## config.mk

```make
export PLATFORM = sky130hd
export DESIGN_NAME = apb_uart_rx
export DESIGN_NICKNAME = d
export VERILOG_FILES = /design/src/rtl/apb_uart_rx.sv
export SDC_FILE = /design/constraint.sdc
export NUM_CORES = 1
export LEC_CHECK = 0
export BUFFER_PORTS_ARGS = -buffer_cell sky130_fd_sc_hd__buf_4
export CAP_MARGIN = 20
export CORE_ASPECT_RATIO = 2
export CORE_UTILIZATION = 50
export CTS_CLUSTER_DIAMETER = 100
export DETAILED_ROUTE_END_ITERATION = 10
export PLACE_DENSITY_LB_ADDON = 0.05
export SETUP_SLACK_MARGIN = 0.1
export SLEW_MARGIN = 5
export SYNTH_ARGS = -nofsm -noshare
export SYNTH_HDL_FRONTEND = slang
export SYNTH_SLANG_ARGS = --single-unit
export TNS_END_PERCENT = 30
```

## constraint.sdc

```tcl
create_clock -name clk -period 4.8 [get_ports clk]
set_clock_uncertainty 0.1 [all_clocks]
set_input_delay 0 -clock clk [delete_from_list [all_inputs] [get_ports clk]]
set_output_delay 0 -clock clk [all_outputs]
set_load 0.005 [all_outputs]
```

## src/rtl/apb_uart_rx.sv

```systemverilog
// apb_uart_rx: 8N1 LSB-first UART receiver. It oversamples the serial line and
// stores complete bytes in a small FIFO. Cores pop bytes through DATA (addr 0)
// and read or clear flags through STATUS (addr 1) on a zero-wait-state APB slave.
module apb_uart_rx #(
  parameter int BUS_WIDTH    = 16,
  parameter int CLKS_PER_BIT = 434,
  parameter int FIFO_DEPTH   = 8
) (
  input  logic                 clk,
  input  logic                 reset,
  input  logic [BUS_WIDTH-1:0] S_PADDR,
  input  logic                 S_PWRITE,
  input  logic                 S_PSELx,
  input  logic                 S_PENABLE,
  input  logic [BUS_WIDTH-1:0] S_PWDATA,
  output logic [BUS_WIDTH-1:0] S_PRDATA,
  output logic                 S_PREADY,
  input  logic                 rx_wire,
  output logic                 rx_irq
);

  localparam int CW = $clog2(CLKS_PER_BIT) + 1;
  localparam int PW = (FIFO_DEPTH > 1) ? $clog2(FIFO_DEPTH) : 1;
  localparam int NW = PW + 1;
  localparam logic [CW-1:0] HALF_LAST = CW'(CLKS_PER_BIT / 2 - 1);
  localparam logic [CW-1:0] BIT_LAST  = CW'(CLKS_PER_BIT - 1);
  localparam logic [NW-1:0] DEPTH_N   = NW'(FIFO_DEPTH);

  typedef enum logic [2:0] {
    ST_IDLE,
    ST_START,
    ST_DATA,
    ST_STOP,
    ST_BREAK
  } state_t;

  // Synchronizer
  logic rxMeta_q;
  logic rxs_q;

  // Receive FSM
  state_t        state_q;
  logic [CW-1:0] cnt_q;
  logic [2:0]    bitIdx_q;
  logic [7:0]    shift_q;
  logic          pushReq_q;
  logic [7:0]    pushByte_q;
  logic          frameErr_q;

  // FIFO and flags
  logic [7:0]    mem_q [FIFO_DEPTH];
  logic [PW-1:0] wrPtr_q, wrPtr_d;
  logic [PW-1:0] rdPtr_q, rdPtr_d;
  logic [NW-1:0] count_q, count_d;
  logic          overrun_q, overrun_d;
  logic          ferr_q, ferr_d;
  logic          rxIrq_q;

  // Bus decode
  logic       apbAccess;
  logic       dataRead;
  logic       statusWrite;
  logic       fifoEmpty;
  logic       fifoFull;
  logic       pop;
  logic       pushOk;
  logic [7:0] statusByte;
  logic       unusedBits;

  assign apbAccess   = S_PSELx & S_PENABLE;
  assign dataRead    = apbAccess & ~S_PWRITE & ~S_PADDR[0];
  assign statusWrite = apbAccess & S_PWRITE & S_PADDR[0];
  assign fifoEmpty   = (count_q == '0);
  assign fifoFull    = (count_q == DEPTH_N);
  assign pop         = dataRead & ~fifoEmpty;
  // A full FIFO still accepts a byte when the same cycle frees a slot.
  assign pushOk      = pushReq_q & (~fifoFull | pop);
  assign statusByte  = {4'(count_q), ferr_q, overrun_q, fifoFull, ~fifoEmpty};
  assign S_PREADY    = apbAccess;
  assign rx_irq      = rxIrq_q;
  assign unusedBits  = ^{S_PADDR[BUS_WIDTH-1:1], S_PWDATA[BUS_WIDTH-1:4], S_PWDATA[1:0]};

  // Bring the asynchronous serial line into the clk domain; idle level is 1.
  always_ff @(posedge clk) begin
    if (reset) begin
      rxMeta_q <= 1'b1;
      rxs_q    <= 1'b1;
    end else begin
      rxMeta_q <= rx_wire;
      rxs_q    <= rxMeta_q;
    end
  end

  // Frame the synchronized line: confirm the start bit at mid-bit, then sample each bit one period apart.
  always_ff @(posedge clk) begin
    if (reset) begin
      state_q    <= ST_IDLE;
      cnt_q      <= '0;
      bitIdx_q   <= '0;
      shift_q    <= '0;
      pushReq_q  <= 1'b0;
      pushByte_q <= '0;
      frameErr_q <= 1'b0;
    end else begin
      pushReq_q  <= 1'b0;
      frameErr_q <= 1'b0;
      case (state_q)
        ST_IDLE: begin
          cnt_q <= '0;
          if (!rxs_q) begin
            state_q <= ST_START;
          end
        end
        ST_START: begin
          if (cnt_q == HALF_LAST) begin
            cnt_q    <= '0;
            bitIdx_q <= '0;
            state_q  <= rxs_q ? ST_IDLE : ST_DATA;
          end else begin
            cnt_q <= cnt_q + 1'b1;
          end
        end
        ST_DATA: begin
          if (cnt_q == BIT_LAST) begin
            cnt_q             <= '0;
            shift_q[bitIdx_q] <= rxs_q;
            if (bitIdx_q == 3'd7) begin
              state_q <= ST_STOP;
            end else begin
              bitIdx_q <= bitIdx_q + 1'b1;
            end
          end else begin
            cnt_q <= cnt_q + 1'b1;
          end
        end
        ST_STOP: begin
          if (cnt_q == BIT_LAST) begin
            cnt_q <= '0;
            if (rxs_q) begin
              pushReq_q  <= 1'b1;
              pushByte_q <= shift_q;
              state_q    <= ST_IDLE;
            end else begin
              frameErr_q <= 1'b1;
              state_q    <= ST_BREAK;
            end
          end else begin
            cnt_q <= cnt_q + 1'b1;
          end
        end
        ST_BREAK: begin
          if (rxs_q) begin
            state_q <= ST_IDLE;
          end
        end
        default: state_q <= ST_IDLE;
      endcase
    end
  end

  // Next-state pointers, count and sticky flags; a hardware set beats a same-cycle W1C.
  always_comb begin
    wrPtr_d   = pushOk ? wrPtr_q + 1'b1 : wrPtr_q;
    rdPtr_d   = pop ? rdPtr_q + 1'b1 : rdPtr_q;
    count_d   = count_q;
    case ({pushOk, pop})
      2'b10:   count_d = count_q + 1'b1;
      2'b01:   count_d = count_q - 1'b1;
      default: count_d = count_q;
    endcase
    overrun_d = (pushReq_q & ~pushOk) | (overrun_q & ~(statusWrite & S_PWDATA[2]));
    ferr_d    = frameErr_q | (ferr_q & ~(statusWrite & S_PWDATA[3]));
  end

  // FIFO bookkeeping, flags and the interrupt line; reset flushes everything.
  always_ff @(posedge clk) begin
    if (reset) begin
      wrPtr_q   <= '0;
      rdPtr_q   <= '0;
      count_q   <= '0;
      overrun_q <= 1'b0;
      ferr_q    <= 1'b0;
      rxIrq_q   <= 1'b0;
    end else begin
      wrPtr_q   <= wrPtr_d;
      rdPtr_q   <= rdPtr_d;
      count_q   <= count_d;
      overrun_q <= overrun_d;
      ferr_q    <= ferr_d;
      rxIrq_q   <= ~fifoEmpty;
    end
  end

  // FIFO storage; stale entries are harmless because the pointers define validity.
  always_ff @(posedge clk) begin
    if (pushOk) begin
      mem_q[wrPtr_q] <= pushByte_q;
    end
  end

  // Read mux: DATA shows the head (0 when empty), STATUS shows the flags; 0 when not selected.
  always_comb begin
    S_PRDATA = '0;
    if (S_PSELx && !S_PWRITE) begin
      if (!S_PADDR[0]) begin
        if (!fifoEmpty) begin
          S_PRDATA = {{(BUS_WIDTH-8){1'b0}}, mem_q[rdPtr_q]};
        end
      end else begin
        S_PRDATA = {{(BUS_WIDTH-8){1'b0}}, statusByte};
      end
    end
  end

endmodule
```

* Word level (Yosys, flattened, before mapping) *
Memories as Yosys holds them, arrays and structs flattened. A register that Yosys moved wholly into a read port is not among the register bits.
Cells that the tools add are included.

storage, ports and cells
  word-level logic and storage cells = 108
  bits in writable memories = 64
  memories = 1
  flip-flop bits (word level) = 49

memory list
  name   depth  width  rd ports  clocked after memory_dff  write ports  line  RTL
  mem_q  8      8      1         1                         1            51    logic [7:0] mem_q [FIFO_DEPTH];

cells by class
  $add $sub $neg = 6
  $lt $le $gt $ge = 2
  bitwise gates (word level) = 24
  reduce and logical (&&, ||, !) cells = 14
  equality and inequality tests = 17
  mux-type cells = 29

operators by type and width
  operator                                                              count
  3-bit two-way mux                                                     12
  16-bit two-way mux                                                    2
  10-bit one-hot mux with 3 select lines                                1
  10-bit two-way mux                                                    2
  3-bit one-hot mux with 5 select lines                                 1
  2-bit != test, second input constant                                  7
  1-bit bitwise AND                                                     12
  10-bit by 1-bit adder with 10-bit output, second input constant       1
  10-bit by 8-bit == test with 1-bit output, second input constant      1
  10-bit by 9-bit == test with 1-bit output, second input constant      1
  3-bit by 1-bit adder with 3-bit output, second input constant         3
  1-bit NOT                                                             9
  8-bit bitwise mux                                                     1
  8-bit two-way mux                                                     1
  4-bit one-hot mux with 2 select lines                                 1
  3-bit by 2-bit == test with 1-bit output, second input constant       2
  3-bit == test, second input constant                                  2
  3-bit one-hot mux with 2 select lines                                 1
  6-bit AND reduction                                                   1
  1-bit two-way mux                                                     5
  4-bit by 1-bit adder with 4-bit output, second input constant         1
  4-bit == test, second input constant                                  1
  4-bit zero test                                                       1
  3-bit by 4-bit < comparator with 1-bit output, second input constant  1
  18 further kinds                                                      22

* Depth between registers and ports, before layout *
Gate-level depths: netlist of the first run.

  depth after elaboration = 9
  mapped depth = 11
  mapped depth without buffers = 9

* Least setup slack after synthesis of the first run *
Ideal clock, no wire load.

  path kind = flip-flop to flip-flop
  start point = register count_q[0]
  end point = register count_q[2]
  clock period less this slack = 2453 ps
  arrival = 2225 ps
  slack = 2347 ps
  stages on the path, launching flop included = 11
  cells stage by stage = dfxtp_1 clkbuf_1 or4_1 nand2b_1 clkbuf_1 nor2_1 xor2_1 ha_1 o41ai_1 xnor2_1 nor2_1

between the ends
  longest elaborated chain between the ends = 7
  elaborated cells between the ends (all ways) = 13

ends and longest elaborated chain
  element                                                                             line  RTL
  start: declaration                                                                  54    logic [NW-1:0] count_q, count_d;
  start signal: assignment                                                            187   count_q <= count_d;
  4-bit zero test                                                                     73    assign fifoEmpty = (count_q == '0);
  1-bit NOT                                                                           75    assign pop = dataRead & ~fifoEmpty;
  1-bit bitwise AND                                                                   75
  1-bit bitwise OR                                                                    77    assign pushOk = pushReq_q & (~fifoFull | pop);
  1-bit bitwise AND                                                                   77
  2-bit by 1-bit == test with 1-bit output / 2-bit == test (equally long branches)    166   case ({pushOk, pop})
  4-bit one-hot mux with 2 select lines / 2-bit nonzero test (equally long branches)  -

Parallel ways exist; a longest one is shown, timed or not.
A chain may end at the register's enable or synchronous reset.

==> run_results.csv, run 1 <==
group,metric,value,unit
timing,max_slew.worst_pin.slew,0.941,ns
logic_synthesis,synth.area.top_cells,"edfxtp_1, dfxtp_1, mux4_2",
clock_network,clk_latency,0.41,ns
logic_synthesis,yosys_warnings,0,
cells_and_area,seq_area,2960,um2
setup_path,critPathSlowestCell,"mux4_2",
placement,place_area,5270,um2
logic_synthesis,yosysSeqAreaShare,0.584,
clock_network,root_buffer,"clkbuf_16",
cells_and_area,antenna_cells,0,
clock_network,cts_buffers,17,
setup_path,critPathRequiredTime,4.70,ns
setup_path,worstSetupPathType,"register to primary output",
placement,gp_congestion,0.803,
clock_network,cts_tree,"yes",
logic_synthesis,synth_edf_count,64,
route,num_vias,3159,
logic_synthesis,synth_ff_type,"edfxtp_1",
die,io_pins,56,
power,p_int,1.86,mW
flow_run,drv_cap,0,
clock_network,clkTransAtPathRegs,0.05,ns
cells_and_area,fillCellCount,850,
cells_and_area,finalInstanceArea,5900,um2
route,wire_per_inst,17.9,um
placement,io_buffer_count,18,
grt,grt_max_degree,47,
placement,dp_hpwl,6.99,mm
grt,first_global_vias,3165,
power,switching_power,0.440,mW
clock_network,cts_resized,0,
die,die-area,10600,um2
setup_path,path_cells,"buf_4, mux4_2, mux2_2, a22oi_1, nor2_1, buf_4",
die,rows,51,
logic_synthesis,synthTopCellsByCount,"edfxtp_1, nor2_1, dfxtp_1",
logic_synthesis,synth.distinct_cells,55,
cells_and_area,multi_input_area,1960,um2
cells_and_area,num-nets-final,473,
clock_network,cts.sinks,116,
logic_synthesis,synth_top_area_cell,"edfxtp_1",
setup_path,critPathMaxStageDelay,0.53,ns
route,drtIter0Drc,173,
timing,hold_ws,0.169,ns
power,leakage,2.04,nW
logic_synthesis,syn_area,5070,um2
grt,gr-usage-all-layers,0.212,
cells_and_area,drive_above_1_share,0.198,
outcome,status,"finished clean",
setup_path,crit_top_cell,"buf_4",
setup_path,critPathMaxFanout,13,
route,drt_pass1_iterations,4,
die,die_h,144,um
setup_path,cp-end-kind,"primary output",
power,pwr-share-clk,0.532,
timing,fin_crit_sh,0.532,
die,initial_core_util,0.516,
power,p_per_area,390,nW/um2
clock_network,clockBufferDepth,2,
timing,setup_violations,0,
power,combPwrFrac,0.014,
timing,final_max_slew_viol_count,0,
power,swShare,0.191,
die,core,9830,um2
timing,fmax,391,MHz
logic_synthesis,yosys.area.top_type_share,0.379,
cells_and_area,final_util,0.601,
timing,rsz0062_at_grt,"false",
power,seq_power_share,0.454,
timing,final.setup.tns,0,ns
logic_synthesis,avgSynthCellArea,12.5,um2
route,drc,0,
grt,antenna_found_initial,0,
route,wl,10.3,mm
min_path,hp-class,"input pin to register",
setup_path,worst-path-buf-inv,2,
cells_and_area,area_delta_synth_final,16.4,%
power,p_total,2.30,mW
logic_synthesis,synth_most_common_cell,"edfxtp_1",
timing,fin_crit,2.56,ns
timing,max_slew_margin,0.369,
die,chipWidth,73.2,um
grt,grt-ovfl-total,0,
setup_path,worstPathArrival,2.46,ns
timing,hold_violations,0,
setup_path,startpoint_type,"register",
route,vias_per_cell,5.52,
clock_network,htree_levels,4,
setup_path,critical-path-top-delay-family,"multiplexers",
route,ant_nets,0,
logic_synthesis,ys_ff_latch,116,
power,vdd_drop_max,242,uV
logic_synthesis,async_reset_ff_frac,0,
grt,grt_pass1_wl,15.9,mm
logic_synthesis,netlist_instances,406,
==> power groups by stage <==
stage | Sequential (mW) | Combinational (mW) | Clock, mW
3_3_place_gp | 1.06 | 0.0289 | 0
6_report | 1.04 | 0.0320 | 1.22
5_1_grt | 1.04 | 0.0357 | 1.29
4_1_cts | 1.04 | 0.0318 | 1.24
2_1_floorplan | 1.06 | 0.0264 | 0
3_5_place_dp | 1.06 | 0.0291 | 0
==> per-layer routing <==
metal | global-route usage | up-vias | wire length, um
li1 | - | 1540 | -
met1 | 0.210 | 1566 | 3830
met2 | 0.399 | 37 | 5960
met3 | 0.0439 | 16 | 206
met4 | 0.108 | 0 | 269
met5 | 0 | - | 0
==> per-stage QoR <==
| step | worst slack [ns] | cells |
|---|---|---|
| finish | 2.24 | 572 |
| global route | 2.07 | 572 |
| CTS | 2.18 | 572 |
| detailed placement | 2.24 | 534 |
| global placement | 2.26 | 534 |
| floorplan | 2.35 | 413 |
==> worst paths after layout <==
path,slack (ns),cells after the start,to,start
setup reg to reg,2.26,4,mem_q[5][6],count_q[1]
hold reg to reg,0.31,1,rxs_q,rxMeta_q
hold / removal,0.17,4,count_q[3],S_PENABLE
setup / recovery,2.24,6,S_PRDATA[2],register
==> timing repair <==
action | CTS | global route
setup buffers | 0 | 0
endpoints found under the hold margin | 37 | 0
hold buffers | 6 | 0
==> worst register-to-register path, stage by stage (launching register included) <==
cell and delay (ns):
dfxtp_1 0.52, nor3_1 0.16, a31oi_1 0.43, nand2_1 0.20, nor2_1 0.75
==> placed cells by master, fill, tap and decap left out, types with 5 or more instances in the layout <==
cell type	netlist	final
edfxtp_1	64	64
o21ai_0	7	7
nand2_1	19	19
ha_1	8	8
nor2_1	53	53
dlygate4sd3_1	0	6
dfxtp_1	52	52
a21oi_1	11	11
clkinv_2	0	5
a31oi_1	5	5
mux2_2	6	6
inv_1	9	9
conb_1	1	8
nor3_1	12	8
clkbuf_16	0	17
nand3_1	8	8
buf_4	10	20
nand2b_1	8	8
mux2i_1	22	22
mux4_2	16	16
==> flip-flops by register name, indices dropped and copies added (netlist names), 3 cells and up, named ones only <==
register and flops:
bitIdx_q 3, rdPtr_q 3, count_q 4, pushByte_q 8, state_q 3, shift_q 8
wrPtr_q 3, cnt_q 10, mem_q 64
==> cell families (layout without fill, tap and decap cells) <==
| group | count (synthesis) | after routing | share of synthesized area |
|---|---|---|---|
| fa+ha+maj | 8 | 8 | 0.0197 |
| flops | 116 | 116 | 0.584 |
| simple gates | 143 | 143 | 0.149 |
| buf+inv | 40 | 67 | 0.0395 |
| mux | 44 | 44 | 0.128 |
| compound gates | 47 | 47 | 0.0666 |
| xor+xnor | 7 | 7 | 0.0121 |
| other cells | 1 | 8 | 0.000739 |
==> layout make-up <==
type	count	share of cell area
Timing Repair Buffer	26	0.0356
Clock buffer	20	0.0740
Sequential cell	116	0.502
Tap cell	132	0.0280
Inverter	9	0.00572
Multi-Input combinational cell	257	0.331
Clock inverter	12	0.0233
Power figures use the tool's default switching activity.
==> inputs of run 2 (changes only) <==
Clock period 4.8 ns to 2.2 ns, I/O delays scaled along.
==> run 2 against run 1 <==
The flow now finishes with violations (setup timing); final cell count increased by 6.5%; combinational power increased to 2.7 times the previous value; cell area increased by 9.1%; largest power group unchanged; critical path depth decreased by 1; utilization increased by 5.5 points; via count increased by 7.4%; worst hold slack got worse by 0.035 ns; count of clock-buffer cells in the layout decreased by 2; highest routed layer unchanged; sequential power increased by 120%; routed wire length increased by 8.8%; sequential share of layout area decreased by 4.0 points.
==> run_results.csv, run 2 (same netlist as run 1, synthesis figures left out) <==
group,metric,value,unit
outcome,status,"finished, violations left",
outcome,violations,"setup timing",
timing,max_slew.worst_pin.slew,0.621,ns
timing,fin_crit_sh,1.01,
timing,hold_ws,0.134,ns
clock_network,cts_buffers,17,
timing,max_slew_margin,0.585,
setup_path,critical-path-top-delay-family,"multiplexers",
die,initial_core_util,0.516,
cells_and_area,mostFrequentLayoutCell,"edfxtp_1",
die,io_pins,56,
cells_and_area,largest_register,"mem_q",
setup_path,worst-path-buf-inv,2,
placement,placedCellCount,567,
setup_path,cp-end-kind,"primary output",
timing,final_max_slew_viol_count,0,
timing,hold_violations,0,
route,drc,0,
route,drtIter0Drc,124,
clock_network,clkTransAtPathRegs,0.05,ns
setup_path,worstSetupPathType,"register to primary output",
cells_and_area,fillCellCount,816,
setup_path,critPathSlowestCell,"mux4_2",
die,rows,51,
route,num_vias,3393,
cells_and_area,drive_above_1_share,0.300,
cells_and_area,mostFrequentLayoutCells,"edfxtp_1, buf_4, nor2_1, dfxtp_1, mux2i_1",
grt,antenna_found_initial,0,
setup_path,startpoint_type,"register",
route,wire_per_inst,18.3,um
route,wl,11.2,mm
cells_and_area,num-nets-final,510,
grt,gr-usage-all-layers,0.235,
timing,fin_ws,-0.0195,ns
placement,io_buffer_count,18,
clock_network,htree_levels,4,
clock_network,cts_tree,"yes",
power,leakage,2.33,nW
clock_network,cts.sinks,116,
cells_and_area,top_regs,"mem_q: 64 flops, cnt_q: 10 flops",
clock_network,root_buffer,"clkbuf_16",
cells_and_area,largest_reg_flops,64,
timing,setup_violations,3,
placement,dp_hpwl,7.75,mm
clock_network,clk_latency,0.41,ns
timing,fin_crit,2.22,ns
setup_path,critPathMaxFanout,8,
die,die-area,10600,um2
die,chipWidth,73.2,um
placement,gp_congestion,0.849,
clock_network,clockBufferDepth,2,
die,core,9830,um2
route,vias_per_cell,5.57,
timing,fmax,451,MHz
setup_path,critPathMaxStageDelay,0.50,ns
power,p_per_area,854,nW/um2
flow_run,drv_cap,0,
setup_path,worstPathArrival,2.12,ns
route,ant_nets,0,
grt,grt_pass1_wl,17.2,mm
timing,rsz0062_at_grt,"true",
power,vdd_drop_max,583,uV
setup_path,path_cells,"buf_12, mux4_2, mux2_4, a32o_1, buf_4",
cells_and_area,fin_cells,609,
cells_and_area,area_delta_synth_final,27.0,%
setup_path,critPathRequiredTime,2.10,ns
cells_and_area,antenna_cells,0,
grt,grt-ovfl-total,0,
timing,final.setup.tns,-0.0327,ns
grt,first_global_vias,3424,
grt,grt_max_degree,47,
min_path,hp-class,"input pin to register",
route,drt_pass1_iterations,4,
die,die_h,144,um
==> run 2: worst reg2reg max path, stage by stage, from the launching register on <==
cell	delay (ns)
dfxtp_2	0.35
or3b_4	0.41
or3b_4	0.43
a22o_4	0.24
or3_1	0.32
a211oi_2	0.17
==> run 2: path summary, 6_finish.rpt <==
path	from	to	slack (ns)	depth (start not counted)
worst max-delay path	register	S_PRDATA[7]	-0.02	5
worst min-delay path	S_PADDR[0]	count_q[3]	0.13	5
worst max register to register	cnt_q[7]	state_q[0]	0.10	5
worst min register to register	rxMeta_q	rxs_q	0.31	1
==> run 2: where the power goes <==
group          leakage, nW  internal (mW)  switching [mW]  total (mW)
Clock                0.322           2.14            1.00        3.14
Combinational        0.997         0.0369          0.0503      0.0872
Sequential            1.01           2.27         0.00318        2.27
==> run 2: area by class of cell <==
cell class,instances,area [um2],share of cell area
well taps,132,165,0.0256
clock inverters,14,248,0.0385
clock buffers,18,429,0.0666
repair buffers,63,541,0.0839
multi-input cells,257,2050,0.318
flip-flops and latches,116,2970,0.462
inverters,9,33.8,0.00525
==> run 2: through the flow <==
step | util | total power, mW | setup WS (ns) | cell area, um2
2_1_floorplan | - | 2.37 | -0.0208 | 5130
3_3_place_gp | 0.564 | 2.39 | 0.0504 | 5540
3_5_place_dp | 0.564 | 2.39 | 0.0153 | 5540
4_1_cts | 0.650 | 5.53 | -0.0410 | 6390
5_1_grt | 0.655 | 5.64 | -0.0722 | 6440
6_report | 0.655 | 5.50 | -0.0195 | 6440
==> run 2: timing repair <==
action,4_1_cts,5_1_grt
cloned,1,0
setup endpoints to repair,46,23
pin swaps,7,7
buffers inserted,2,1
hold buffers,6,0
hold endpoints to repair,40,0
resized for setup,18,11
==> run 2: metal layers <==
layer  share of wire  global-route usage  vias to the layer above
li1                -                   -                     1616
met1            0.34               0.208                     1705
met2            0.61               0.463                       45
met3           0.023              0.0592                       27
met4           0.031               0.118                        0
met5               0                   0                        -
==> inputs of run 3 (changes only) <==
Settings changed: SKIP_LAST_GASP from default to 1.
==> run 3 against run 2 <==
The run still ends with setup timing left; count of clock-buffer cells in the layout did not move; first-iteration DRC count fell by 3.2%; clock power barely moved; setup slack improved by 0.0060 ns; routed wire length barely moved; utilization rose by 0.051 points; fmax rose by 0.27%; critical path type unchanged; critical endpoint unchanged; highest routed layer unchanged.
==> run_results.csv, run 3 (same netlist as run 1, synthesis figures left out) <==
group,metric,value,unit
min_path,holdPathStages,5,
setup_path,startpoint_type,"register",
power,swShare,0.191,
route,m1WireLength,3.72,mm
setup_path,timing.rr.end,"mem_q[7][4]",
cells_and_area,mostFrequentLayoutCells,"edfxtp_1, buf_4, nor2_1, dfxtp_1, mux2i_1",
route,drtIter0Drc,120,
setup_path,critPathRequiredTime,2.10,ns
timing,setup_violations,2,
die,io_pins,56,
placement,placedCellCount,567,
route,wl_met3,307,um
cells_and_area,fin_cells,612,
power,combPwrFrac,0.016,
min_path,hold_path_end,"count_q[3]",
die,chipWidth,73.2,um
timing,max_slew_margin,0.402,
route,routed.top_layer,"met4",
power,seq_power_share,0.413,
route,drc,0,
power,leakage,2.34,nW
timing,final_max_slew_viol_count,0,
route,vias_per_cell,5.53,
placement,io_buffer_count,18,
die,initial_core_util,0.516,
cells_and_area,fillCellCount,813,
grt,antenna_found_initial,0,
setup_path,reg2reg_depth,4,
placement,dp_hpwl,7.75,mm
flow_run,drv_cap,0,
cells_and_area,top_regs,"mem_q: 64 flops, cnt_q: 10 flops",
clock_network,clkTransAtPathRegs,0.05,ns
setup_path,critPathMaxFanout,8,
timing,fin_crit,2.21,ns
cells_and_area,area_delta_synth_final,27.1,%
power,pwr-share-clk,0.571,
setup_path,reg2reg_setup_slack,0.06,ns
die,die-area,10600,um2
setup_path,worstPathArrival,2.11,ns
cells_and_area,largest_reg_flops,64,
power,switching_power,1.05,mW
route,met2_length,6.79,mm
placement,gp_congestion,0.849,
route,wire_per_inst,18.2,um
clock_network,clockBufferDepth,2,
power,vdd_drop_max,583,uV
clock_network,htree_levels,4,
clock_network,cts.sinks,116,
route,ant_nets,0,
outcome,status,"finished, violations left",
clock_network,clk_latency,0.41,ns
route,wl,11.2,mm
cells_and_area,finalInstanceArea,6440,um2
grt,grt_max_degree,47,
cells_and_area,mostFrequentLayoutCell,"edfxtp_1",
outcome,violations,"setup timing",
clock_network,cts_buffers,17,
die,core,9830,um2
grt,grt-ovfl-total,0,
cells_and_area,drive_above_1_share,0.304,
timing,rsz0062_at_grt,"true",
route,num_vias,3386,
power,p_int,4.44,mW
timing,fmax,452,MHz
grt,gr-usage-all-layers,0.234,
power,p_per_area,852,nW/um2
die,die_h,144,um
min_path,hp-class,"input pin to register",
setup_path,worstSetupPathType,"register to primary output",
die,rows,51,
min_path,hold_path_startpoint,"S_PADDR[0]",
grt,grt_pass1_wl,17.2,mm
timing,fin_crit_sh,1.01,
grt,first_global_vias,3414,
timing,hold_violations,0,
setup_path,cp-end-kind,"primary output",
clock_network,root_buffer,"clkbuf_16",
timing,max_slew.worst_pin.slew,0.893,ns
timing,fin_ws,-0.0134,ns
cells_and_area,largest_register,"mem_q",
setup_path,r2r_start,"count_q[0]",
clock_network,cts_tree,"yes",
cells_and_area,antenna_cells,0,
route,drt_pass1_iterations,4,
cells_and_area,num-nets-final,513,
placement,place_area,5540,um2
-- run 3: stage by stage --
step,total power [mW],utilization,setup WS [ns],hold WS [ns],setup TNS [ns]
final,5.49,0.656,-0.0134,0.138,-0.0209
after global routing,5.64,0.656,-0.0857,0.142,-1.76
after CTS,5.53,0.649,-0.0410,0.139,-0.146
after detailed placement,2.39,0.564,0.0153,0.0881,0
after global placement,2.39,0.564,0.0504,0.0860,0
after floorplan,2.37,-,-0.0208,0.00381,-0.0208
-- run 3: layout make-up --
class | instances | area, um2 | area share
sequential | 116 | 2970 | 0.461
multi-input combinational | 257 | 2040 | 0.316
timing repair buffer | 66 | 556 | 0.0862
clock buffer | 18 | 429 | 0.0666
clock inverter | 14 | 248 | 0.0384
tap | 132 | 165 | 0.0256
inverter | 9 | 33.8 | 0.00524
-- run 3: worst max-delay path by stage --
stage / endpoint / slack (ns)
2_1_floorplan: count_q[2] / -0.02
6_report: S_PRDATA[7] / -0.01
3_3_place_gp: mem_q[5][2] / 0.05
5_1_grt: mem_q[7][3] / -0.09
4_1_cts: S_PRDATA[7] / -0.04
3_5_place_dp: bitIdx_q[1] / 0.02
-- run 3: critical path: stages, from the launching register on --
cell and delay (ns):
dfxtp_4 0.39, buf_12 0.15, mux4_2 0.50, mux2_4 0.31, a32o_1 0.22, buf_4 0.13
-- run 3: what timing repair did --
item	4_1_cts	5_1_grt
gates resized for setup	15	11
endpoints found under the setup margin	46	47
gates cloned	1	0
hold buffers	6	0
hold endpoints to repair	40	0
setup buffers	2	4
pin swaps	5	4
-- run 3: layer usage --
metal	vias up	global-route usage
met2	58	0.461
li1	1616	-
met3	22	0.0592
met4	0	0.118
met1	1690	0.207
met5	-	0
-- run 3: power by group through the flow --
stage                     Sequential (mW)  Clock (mW)  Combinational, mW
after global placement               2.32           0             0.0781
after detailed placement             2.32           0             0.0787
after floorplan                      2.32           0             0.0584
after CTS                            2.27        3.18             0.0852
final                                2.27        3.14             0.0892
after global routing                 2.27        3.27             0.0991
